## src/rtl/leb128_decoder_if.sv

```systemverilog
// Handshake bundle for the LEB128 immediate decoder: control, byte stream in, decoded result out.
interface leb128_decoder_if;
    logic        start;
    logic        signed_mode;
    logic        is64;
    logic [7:0]  in_data;
    logic        in_valid;
    logic        in_ready;
    logic [63:0] out_value;
    logic [3:0]  out_len;
    logic        out_valid;
    logic        out_ready;
    logic        error;
    logic        busy;

    modport master (
        output start, signed_mode, is64, in_data, in_valid, out_ready,
        input  in_ready, out_value, out_len, out_valid, error, busy
    );

    modport slave (
        input  start, signed_mode, is64, in_data, in_valid, out_ready,
        output in_ready, out_value, out_len, out_valid, error, busy
    );
endinterface

```

## src/rtl/leb128_decoder.sv

```systemverilog
// Byte-serial LEB128 decoder (signed/unsigned, i32/i64) with overlong-encoding detection.
module leb128_decoder (
    input  logic            clk,
    input  logic            reset,
    leb128_decoder_if.slave bus
);
    typedef enum logic [1:0] {IDLE, ACCUM, DONE, ERR} state_t;

    state_t      state, state_nx;
    logic [63:0] acc, acc_nx, ext, res;
    logic [63:0] val_q;
    logic [3:0]  cnt, len_q;
    logic [6:0]  shamt;
    logic        sgn_q, is64_q;
    logic        load, take, last, at_max;
    logic        in_ready_c, out_valid_c, error_c;

    assign take   = in_ready_c && bus.in_valid;
    assign last   = !bus.in_data[7];
    assign at_max = (cnt == (is64_q ? 4'd9 : 4'd4));

    always_comb begin
        state_nx    = state;
        in_ready_c  = 1'b0;
        out_valid_c = 1'b0;
        error_c     = 1'b0;
        load        = 1'b0;
        case (state)
            IDLE: if (bus.start) begin
                state_nx = ACCUM;
                load     = 1'b1;
            end
            ACCUM: begin
                in_ready_c = 1'b1;
                if (bus.in_valid) begin
                    if (last)        state_nx = DONE;
                    else if (at_max) state_nx = ERR;
                end
            end
            DONE: begin
                out_valid_c = 1'b1;
                if (bus.out_ready) begin
                    if (bus.start) begin
                        state_nx = ACCUM;
                        load     = 1'b1;
                    end else begin
                        state_nx = IDLE;
                    end
                end
            end
            ERR: begin
                error_c = 1'b1;
                if (bus.start) begin
                    state_nx = ACCUM;
                    load     = 1'b1;
                end
            end
            default: state_nx = IDLE;
        endcase
    end

    // Shifting by >= 64 yields zero, so payload bits past bit 63 fall away naturally.
    always_comb begin
        shamt  = 7'(cnt) * 7'd7;
        acc_nx = acc | ({57'd0, bus.in_data[6:0]} << shamt);
        ext    = acc_nx;
        if (sgn_q && bus.in_data[6])
            ext = acc_nx | (~64'd0 << (shamt + 7'd7));
        if (is64_q)
            res = ext;
        else if (sgn_q)
            res = {{32{ext[31]}}, ext[31:0]};
        else
            res = {32'd0, ext[31:0]};
    end

    always_ff @(posedge clk or negedge reset) begin
        if (!reset) begin
            state  <= IDLE;
            acc    <= '0;
            cnt    <= '0;
            sgn_q  <= 1'b0;
            is64_q <= 1'b0;
            val_q  <= '0;
            len_q  <= '0;
        end else begin
            state <= state_nx;
            if (load) begin
                acc    <= '0;
                cnt    <= '0;
                sgn_q  <= bus.signed_mode;
                is64_q <= bus.is64;
            end else if (take) begin
                acc <= acc_nx;
                cnt <= cnt + 4'd1;
                if (last) begin
                    val_q <= res;
                    len_q <= cnt + 4'd1;
                end
            end
        end
    end

    assign bus.in_ready  = in_ready_c;
    assign bus.out_valid = out_valid_c;
    assign bus.error     = error_c;
    assign bus.busy      = (state != IDLE);
    assign bus.out_value = val_q;
    assign bus.out_len   = len_q;
endmodule

```

## src/flat_wrapper.sv

```systemverilog
// flat-port wrapper written by rule: the top's interface ports become plain ports
module leb128_decoder_flat 
  (clk, reset, bus_start, bus_signed_mode, bus_is64, bus_in_data, bus_in_valid, bus_out_ready, bus_in_ready, bus_out_value, bus_out_len, bus_out_valid, bus_error, bus_busy);
  leb128_decoder_if bus_i ();
  input  logic clk;
  input  logic reset;
  input wire logic [$bits(bus_i.start)-1:0] bus_start;
  input wire logic [$bits(bus_i.signed_mode)-1:0] bus_signed_mode;
  input wire logic [$bits(bus_i.is64)-1:0] bus_is64;
  input wire logic [$bits(bus_i.in_data)-1:0] bus_in_data;
  input wire logic [$bits(bus_i.in_valid)-1:0] bus_in_valid;
  input wire logic [$bits(bus_i.out_ready)-1:0] bus_out_ready;
  output wire logic [$bits(bus_i.in_ready)-1:0] bus_in_ready;
  output wire logic [$bits(bus_i.out_value)-1:0] bus_out_value;
  output wire logic [$bits(bus_i.out_len)-1:0] bus_out_len;
  output wire logic [$bits(bus_i.out_valid)-1:0] bus_out_valid;
  output wire logic [$bits(bus_i.error)-1:0] bus_error;
  output wire logic [$bits(bus_i.busy)-1:0] bus_busy;
  assign bus_i.start = bus_start;
  assign bus_i.signed_mode = bus_signed_mode;
  assign bus_i.is64 = bus_is64;
  assign bus_i.in_data = bus_in_data;
  assign bus_i.in_valid = bus_in_valid;
  assign bus_i.out_ready = bus_out_ready;
  assign bus_in_ready = bus_i.in_ready;
  assign bus_out_value = bus_i.out_value;
  assign bus_out_len = bus_i.out_len;
  assign bus_out_valid = bus_i.out_valid;
  assign bus_error = bus_i.error;
  assign bus_busy = bus_i.busy;
  leb128_decoder u_core (.clk(clk), .reset(reset), .bus(bus_i));
endmodule
```

## config.mk

```make
export PLATFORM = sky130hd
export DESIGN_NAME = leb128_decoder_flat
export DESIGN_NICKNAME = d
export VERILOG_FILES = /design/src/rtl/leb128_decoder_if.sv /design/src/rtl/leb128_decoder.sv /design/src/flat_wrapper.sv
export SDC_FILE = /design/constraint.sdc
export NUM_CORES = 1
export LEC_CHECK = 0
export CORE_ASPECT_RATIO = 1.5
export CORE_MARGIN = 3
export CORE_UTILIZATION = 50
export CTS_CLUSTER_SIZE = 25
export DETAILED_ROUTE_END_ITERATION = 12
export PLACE_DENSITY = 0.76
export SYNTH_ARGS = -nofsm -noshare
export SYNTH_HDL_FRONTEND = slang
export SYNTH_SLANG_ARGS = --single-unit
export TNS_END_PERCENT = 20
```

## constraint.sdc

```tcl
create_clock -name clk -period 5.15 [get_ports clk]
set_clock_uncertainty 0.2 [all_clocks]
set_input_delay 1.03 -clock clk [delete_from_list [all_inputs] [get_ports clk]]
set_output_delay 1.03 -clock clk [all_outputs]
set_load 0.02 [all_outputs]
```

# After elaboration in Yosys (flattened, before gate mapping)
# Index checks and enable logic that the tools add are counted.
# Widths: inputs -> output; s select.
classes:
  n_addsub: 2
  n_eq_ne: 8
  n_mux: 21
  reduce_logical: 8
  bitwise_logic: 4
  n_shift: 2
  multipliers: 1
op_table:
  columns: ["op", "n"]
  rows:
  - ["$mux 64", 5]
  - ["$or 64x64->64", 2]
  - ["$shl 64x7->64 const A", 1]
  - ["$shl 7x7->64", 1]
  - ["$mux 4", 3]
  - ["$mux 2", 5]
  - ["$add 7x3->7 const B", 1]
  - ["$mul 4x3->7 const B", 1]
  - ["$mux 1", 6]
  - ["$pmux 2 s3", 1]
  - ["$add 4x1->4 const B", 1]
  - ["$eq 2x2->1 const B", 2]
  - ["$eq 4x4->1", 1]
  - ["$ne 2x2->1 const B", 2]
  - ["$reduce_and 4->1", 1]
  - ["$reduce_bool 2->1", 2]
  - ["$ne 3x2->1 const B", 1]
  - ["$reduce_and 3->1", 1]
  - ["$eq 2x1->1 const B", 1]
  - ["$logic_and 1x1->1", 2]
  - ["$logic_not 2->1", 1]
  - ["$ne 2x1->1 const B", 1]
  - ["$not 1->1", 2]
  - ["$pmux 1 s2", 1]
  - ["$reduce_or 2->1", 1]
word_totals:
  output_inout_bits: 72
  reg_bits: 140
  elab_cells: 53

# Logic depth before layout (Yosys ltp)
# Gate-level depths: netlist of run 1.
depth:
  ltp_word: 7
  depth_mapped: 15
  depth_no_buf: 12

# Least setup slack after synthesis of run 1
# No wires, ideal clock.
synth_path:
  kind: "register to register"
  startpoint: "register u_core.cnt[1]"
  endpoint: "register u_core.val_q[56], in the netlist u_core.bus.out_value[56]"
  stages_incl_launch_ff: 15
  n_path_buf: 2
  t_arrival_ps: 3541
  slack_ps: 1272
  required_ps: 4812
  cell_sequence: "dfrtp_1 > clkbuf_1 > inv_1 > ha_1 > xor2_1 > xnor2_1 > inv_1 > fa_1 > nand2b_1 > a21oi_1 > xor2_1 > buf_2 > nand3_1 > a2111oi_0 > o32ai_1"
synth_between:
  elab_chain_cells: 7
  elab_cells_between_ends: 9
  classes_between: "add/sub (1); mul (1); shift (2); mux (3); bitwise (2)"
synth_lines:
  columns: ["item", "line", "source"]
  rows:
  - ["from (decl)", "leb128_decoder.sv:12", "logic [3:0] cnt, len_q;"]
  - ["from (signal assigned)", "leb128_decoder.sv:95", "cnt <= cnt + 4'd1;"]
  - ["$mul 4x3->7 *", "leb128_decoder.sv:64", "shamt = 7'(cnt) * 7'd7;"]
  - ["$add 7x3->7 / $shl 7x7->64 (equally long branches)", "leb128_decoder.sv:68, leb128_decoder.sv:65", null]
  - ["$shl 64x7->64 / $or 64x64->64 (equally long branches)", "leb128_decoder.sv:68, leb128_decoder.sv:65", null]
  - ["$or 64x64->64", "leb128_decoder.sv:68", "ext = acc_nx | (~64'd0 << (shamt + 7'd7));"]
  - ["$mux 64 *", "leb128_decoder.sv:67", "if (sgn_q && bus.in_data[6])"]
  - ["$mux 64", "leb128_decoder.sv:71", "else if (sgn_q)"]
  - ["$mux 64 *", "leb128_decoder.sv:69", "if (is64_q)"]
  - ["to (signal assigned)", "leb128_decoder.sv:97", "val_q <= res;"]
  - ["to (decl)", "leb128_decoder.sv:11", "logic [63:0] val_q;"]
# Every way passes the cells marked *; elsewhere a longest branch is shown, timed or not.
# A chain may end at the register's enable or synchronous reset.

# Final worst setup path of run 1
layout_path:
  startpoint: "register u_core.cnt[0]"
  endpoint: "register u_core.val_q[9], in the netlist u_core.bus.out_value[9]"
# Same word-level chain as after synthesis.

==> impl_metrics.ini, run 1 <==
[logic_synthesis]
synth_edf_count = 0
synth_seq_area_share_pct = 49.8
synthFlopType = dfrtp_1
yosys_warnings = 0
syn_area_per_cell_um2 = 8.90
synth.net_count = 826
syn_inst = 790
synth.most_common_cell = dfrtp_1
async_flop_share_pct = 100
ys_types = 53
synth_top_area_share_pct = 49.8
yosys_register_bits = 140
yosys-top-cells-area = dfrtp_1 50%, a21oi_1 7.9%, nor2_1 6.9%
synth_commonest_cells = 140 x dfrtp_1, 130 x nor2_1, 111 x a21oi_1, 67 x nand2_1, 56 x o21ai_0
yosys.area.top_type = dfrtp_1
syn_area_um2 = 7030

[detailed_routing]
wl_mm = 21.6
post-route-drc-count = 0
wl_per_cell_um = 21.2
viasPerCell = 6.33
vias = 6442
drt_iter0_markers = 668
drtPass1Iterations = 6
antenna_left = 0

[global_route]
grt_pass1_wl_mm = 34.1
grt_pass1_vias = 6320
grt_usage_pct = 28.8
antenna_found_initial = 0
grt_max_degree = 109
globalRouteOverflowTotal = 0

[worst_hold_path]
hold_class = reg2reg

[cts]
clk_latency_ns = 0.42
ctsRootBufferMaster = clkbuf_16
post_cts_resized = 0
htree_num_levels = 4
cts_tree = yes
numCtsBuffers = 17
postCtsHoldBufs = 0
cts.clk_slew.worst_paths_ns = 0.06
cts_setup_buffers = 0
clock_path_buffers = 2
cts.sinks = 140

[pwr]
p_switching_w = 0.00301
p_leak_nw = 3.62
powerDensity_nw_per_um2 = 747
vdd_ir_drop_max_v = 0.000393
seq_power_share_pct = 27.3
power.internal_w = 0.00338
switching_share_pct = 47.1
clockPowerShare_pct = 19.1
comb_power_share_pct = 53.6

[timing]
fin_setup_tns_ns = 0
timing.final.ws_setup_ns = 0.620
period_share_pct = 88.0
rsz0062_at_grt = no
hold_viol = 0
fin_crit_ns = 4.53
drv_slew = 0
slew_headroom_pct = 23.6
setup_viol = 0
max_freq_ghz = 0.221
max_slew.worst_pin.slew_ns = 1.15

[floorplan]
dieArea_um2 = 15500
die_h_um = 151
die_width_um = 103
fp-row-count = 52
start_util_pct = 51.5
io_pins = 87
coreArea_um2 = 13700

[final_layout]
diodes = 0
final_nets = 880
final_area_um2 = 8540
area_delta_synth_final_pct = 21.5
instances_no_fill = 1018
utilization_pct = 62.5
fillers = 1122
final_layout_size_suffix_gt1_share_pct = 7.13

[worst_setup_path]
crit_required_ns = 5.27
crit_arrival_ns = 4.65
endpoint_kind = flop
critPathMaxFanout = 22
crit_type = reg2reg
startpoint_type = flop

[run]
maxCapViolCount = 0

[placed_design]
gp_congestion = 0.953
placedCellCount = 987
post-place-ws_ns = 0.651
io_buffers = 86
hpwlAfterDp_mm = 14.4
placed_cell_area_um2 = 7960

[run_status]
status = completed
==> kinds of logic after synthesis <==
| group | after synthesis | share of synthesized area [%] |
|---|---|---|
| xor gates and xnor gates | 8 | 0.997 |
| adders and majority gates | 21 | 4.06 |
| DFF | 140 | 49.8 |
| and+or+nand+nor | 248 | 15.2 |
| muxes | 3 | 0.445 |
| buffers and inverters | 85 | 4.97 |
| AOI/OAI and AO/OA | 285 | 24.5 |
==> power by group through the flow <==
stage               Clock (W)  Sequential [W]  Combinational (W)
global route          0.00128         0.00179            0.00366
finish                0.00122         0.00174            0.00342
CTS                   0.00123         0.00174            0.00336
detailed placement          0         0.00175            0.00334
global placement            0         0.00173            0.00327
floorplan                   0         0.00196            0.00177
==> layer usage <==
layer	global-route usage (%)	part of all wire, %
met1	37.5	39
met2	45.8	49
met3	5.39	7.9
met4	14.6	4.6
met5	0	0
==> per-stage QoR <==
step / hold WS (ns) / power, W
2_1_floorplan: 0.263 / 0.00373
3_3_place_gp: 0.263 / 0.00501
3_5_place_dp: 0.270 / 0.00509
4_1_cts: 0.294 / 0.00633
5_1_grt: 0.318 / 0.00672
6_report: 0.285 / 0.00638
==> path summary, 6_finish.rpt <==
kind	cells after the start	slack, ns	to	from
max in group asynchronous	2	3.25	u_core.acc[5]	reset
worst min-delay path	2	0.28	u_core.bus.out_value[18]	u_core.bus.out_value[18]
min in group asynchronous	1	0.51	u_core.bus.out_value[41]	reset
worst max register to register	11	0.62	u_core.bus.out_value[9]	u_core.cnt[0]
worst min register to register	2	0.28	u_core.bus.out_value[18]	u_core.bus.out_value[18]
worst max-delay path	11	0.62	u_core.bus.out_value[9]	u_core.cnt[0]
==> cells in the final DEF (no fill, tap or decap), drive strengths merged, types with 3 or more instances in the layout <==
cell             n
a21boi           4
a21oi          113
a221oi          24
a31oi           17
and3            11
buf             19
clkbuf          19
clkdlybuf4s50   85
clkinv           5
dfrtp          140
fa               3
ha              18
inv             19
nand2           67
nand2b           7
nand3           14
nor2           130
nor3             9
o211ai           4
o21ai           67
o221ai           7
o22ai           20
o311ai           3
o31ai            8
o32ai            6
xnor2            5
xor2             3
==> state kept, by name (all words and copies together), names as in the netlist <==
signal / cells
u_core.bus.out_value: 64
u_core.state: 2
u_core.sgn_q: 1
u_core.bus.out_len: 4
u_core.acc: 64
u_core.cnt: 4
u_core.is64_q: 1
==> final cells by class <==
| type | instances | area (µm²) | share of cell area, % |
|---|---|---|---|
| Tap cell | 162 | 203 | 2.37 |
| Inverter | 16 | 60.1 | 0.703 |
| Clock buffer | 19 | 443 | 5.19 |
| Multi-Input combinational cell | 565 | 3190 | 37.4 |
| Clock inverter | 12 | 140 | 1.64 |
| Timing Repair Buffer | 104 | 997 | 11.7 |
| Sequential cell | 140 | 3500 | 41.0 |
==> worst max-delay path, cell delays in order, from the launching register on <==
cell and delay [ns]:
dfrtp_1 0.62, inv_1 0.17, ha_1 0.37, xor2_1 0.41, xnor2_1 0.16, ha_1 0.37, a21o_1 0.19, and4_4 0.19
or4_4 0.58, a21oi_4 0.52, nand2b_1 0.30, o31ai_1 0.34
Note: power is estimated with default switching activity, not from simulation.
==> inputs of run 2 (changes only) <==
- TNS_END_PERCENT: 20 -> unset
- clock period: 5.15 -> 4.65 ns (I/O delays scaled with it)
==> impl_metrics.ini, run 2 (synthesized netlist as in run 1, its figures left out) <==
[run_status]
status = completed

[worst_setup_path]
max_stage_delay_ns = 0.59
crit_buf_inv = 2
crit_family = compound AO/OA/AOI/OAI gates
worstPathCellList = inv_1 > ha_1 > xor2_1 > xnor2_1 > ha_1 > a21o_1 > and4_4 > o2111ai_1 > nand2_1 > buf_4 > a221oi_1 > o22ai_1
crit_arrival_ns = 4.47
slowest_stage = o2111ai_1
critPathLaunch = u_core.cnt[1]
crit_required_ns = 4.73
endpoint_kind = flop
startpoint_type = flop
crit_type = reg2reg
regToRegStartpoint = u_core.cnt[1]
critPathMaxFanout = 21
cp_common_cell = ha_1

[global_route]
grt_usage_pct = 28.9
grt_max_degree = 90
globalRouteOverflowTotal = 0
grt_pass1_vias = 6548
antenna_found_initial = 0
grt_pass1_wl_mm = 34.5

[pwr]
p_switching_w = 0.00340
switching_share_pct = 46.6
power.internal_w = 0.00390
vdd_ir_drop_max_v = 0.000468
clockPowerShare_pct = 19.8
seq_power_share_pct = 25.7
p_leak_nw = 3.69
comb_power_share_pct = 54.5
powerDensity_nw_per_um2 = 843

[timing]
fin_crit_ns = 4.39
slew_headroom_pct = 37.8
fin_setup_tns_ns = 0
drv_slew = 0
period_share_pct = 94.4
rsz0062_at_grt = no
setup_viol = 0
max_freq_ghz = 0.228
timing.final.ws_setup_ns = 0.260
hold_viol = 0
max_slew.worst_pin.slew_ns = 0.928

[final_layout]
area_delta_synth_final_pct = 23.1
final_nets = 889
final_cell_mix = 140 x dfrtp_1, 129 x nor2_1, 111 x a21oi_1, 85 x clkdlybuf4s50_1, 67 x nand2_1
mostFrequentLayoutCell = dfrtp_1
final_layout_size_suffix_gt1_share_pct = 8.31
diodes = 0
final_area_um2 = 8650
fillers = 1112

[placed_design]
hpwlAfterDp_mm = 14.7
io_buffers = 86
gp_congestion = 0.931
placed_cell_area_um2 = 8020
post-place-ws_ns = 0.255

[floorplan]
fp-row-count = 52
die_h_um = 151
die_width_um = 103
dieArea_um2 = 15500
coreArea_um2 = 13700
io_pins = 87
start_util_pct = 51.5

[cts]
htree_num_levels = 4
numCtsBuffers = 17
clk_latency_ns = 0.42
cts_setup_buffers = 0
cts_tree = yes
cts.clk_slew.worst_paths_ns = 0.06
ctsRootBufferMaster = clkbuf_16
clock_path_buffers = 2
cts.sinks = 140
post_cts_resized = 0

[detailed_routing]
antenna_left = 0
drt_iter0_markers = 549
vias = 6648
wl_per_cell_um = 21.3
wl_mm = 21.9
viasPerCell = 6.47
drtPass1Iterations = 5
post-route-drc-count = 0

[worst_hold_path]
hold_class = reg2reg
holdCritStartpoint = u_core.bus.out_value[19]

[run]
maxCapViolCount = 0
==> run 2: cell count changes in the layout (fill, tap and decap cells not counted) <==
cell	delta
clkinvlp_4	-1
clkinv_2	-2
a21oi_2	+1
bufinv_16	+1
inv_8	-1
clkbuf_1	-1
clkbuf_8	+1
inv_6	+4
buf_4	+8
==> run 2: cell type report <==
class,instances,area (µm²),share of cell area (%)
flip-flops and latches,140,3500,40.5
multi-input cells,566,3200,37.0
repair buffers,112,1060,12.2
clock buffers,19,453,5.23
well taps,162,203,2.34
clock inverters,13,176,2.04
inverters,16,60.1,0.694
==> run 2: worst register-to-register path: stages, from the launching register on <==
cell and delay [ns]:
dfrtp_1 0.54, inv_1 0.21, ha_1 0.38, xor2_1 0.35
xnor2_1 0.14, ha_1 0.36, a21o_1 0.20, and4_4 0.19
o2111ai_1 0.59, nand2_1 0.24, buf_4 0.28, a221oi_1 0.45
o22ai_1 0.12
==> run 2: path summary, 6_finish.rpt <==
kind | end | slack (ns) | cells after the start
setup / recovery | u_core.bus.out_value[57] | 0.26 | 12
hold reg to reg | u_core.bus.out_value[19] | 0.29 | 2
min in group asynchronous | u_core.bus.out_value[41] | 0.37 | 1
max in group asynchronous | u_core.state[1] | 2.97 | 2
setup reg to reg | u_core.bus.out_value[57] | 0.26 | 12
hold / removal | u_core.bus.out_value[19] | 0.29 | 2
==> run 2: metal layers <==
layer  share of wire (%)  vias up  GRT usage [%]
met5                   0        -              0
met2                  49      370           45.9
met3                 8.2       93           6.27
met1                  37     3240           36.0
met4                 5.5        0           16.7
li1                    -     2945              -
==> run 2: metrics by stage <==
step	instances	power (W)	hold WS, ns	util, %
finish	1028	0.00730	0.292	63.3
global route	1028	0.00769	0.317	63.3
CTS	1027	0.00723	0.299	63.3
detailed placement	995	0.00576	0.273	58.7
global placement	995	0.00566	0.268	58.7
floorplan	790	0.00413	0.263	-
==> run 2: power by group through the flow <==
| stage | Combinational (W) | Clock, W | Sequential, W |
|---|---|---|---|
| 6_report | 0.00398 | 0.00144 | 0.00187 |
| 3_3_place_gp | 0.00380 | 0 | 0.00187 |
| 3_5_place_dp | 0.00388 | 0 | 0.00189 |
| 5_1_grt | 0.00428 | 0.00150 | 0.00191 |
| 2_1_floorplan | 0.00196 | 0 | 0.00217 |
| 4_1_cts | 0.00391 | 0.00145 | 0.00187 |
==> run 2: timing repair <==
action	in CTS	in global routing
endpoints found under the hold margin	0	0
endpoints found under the setup margin	0	6
hold buffers	0	0
==> inputs of run 3 (changes only) <==
- CAP_MARGIN: unset -> 20
==> results of run 3 <==
The final DEF is identical to that of run 2; final timing and power are the same.
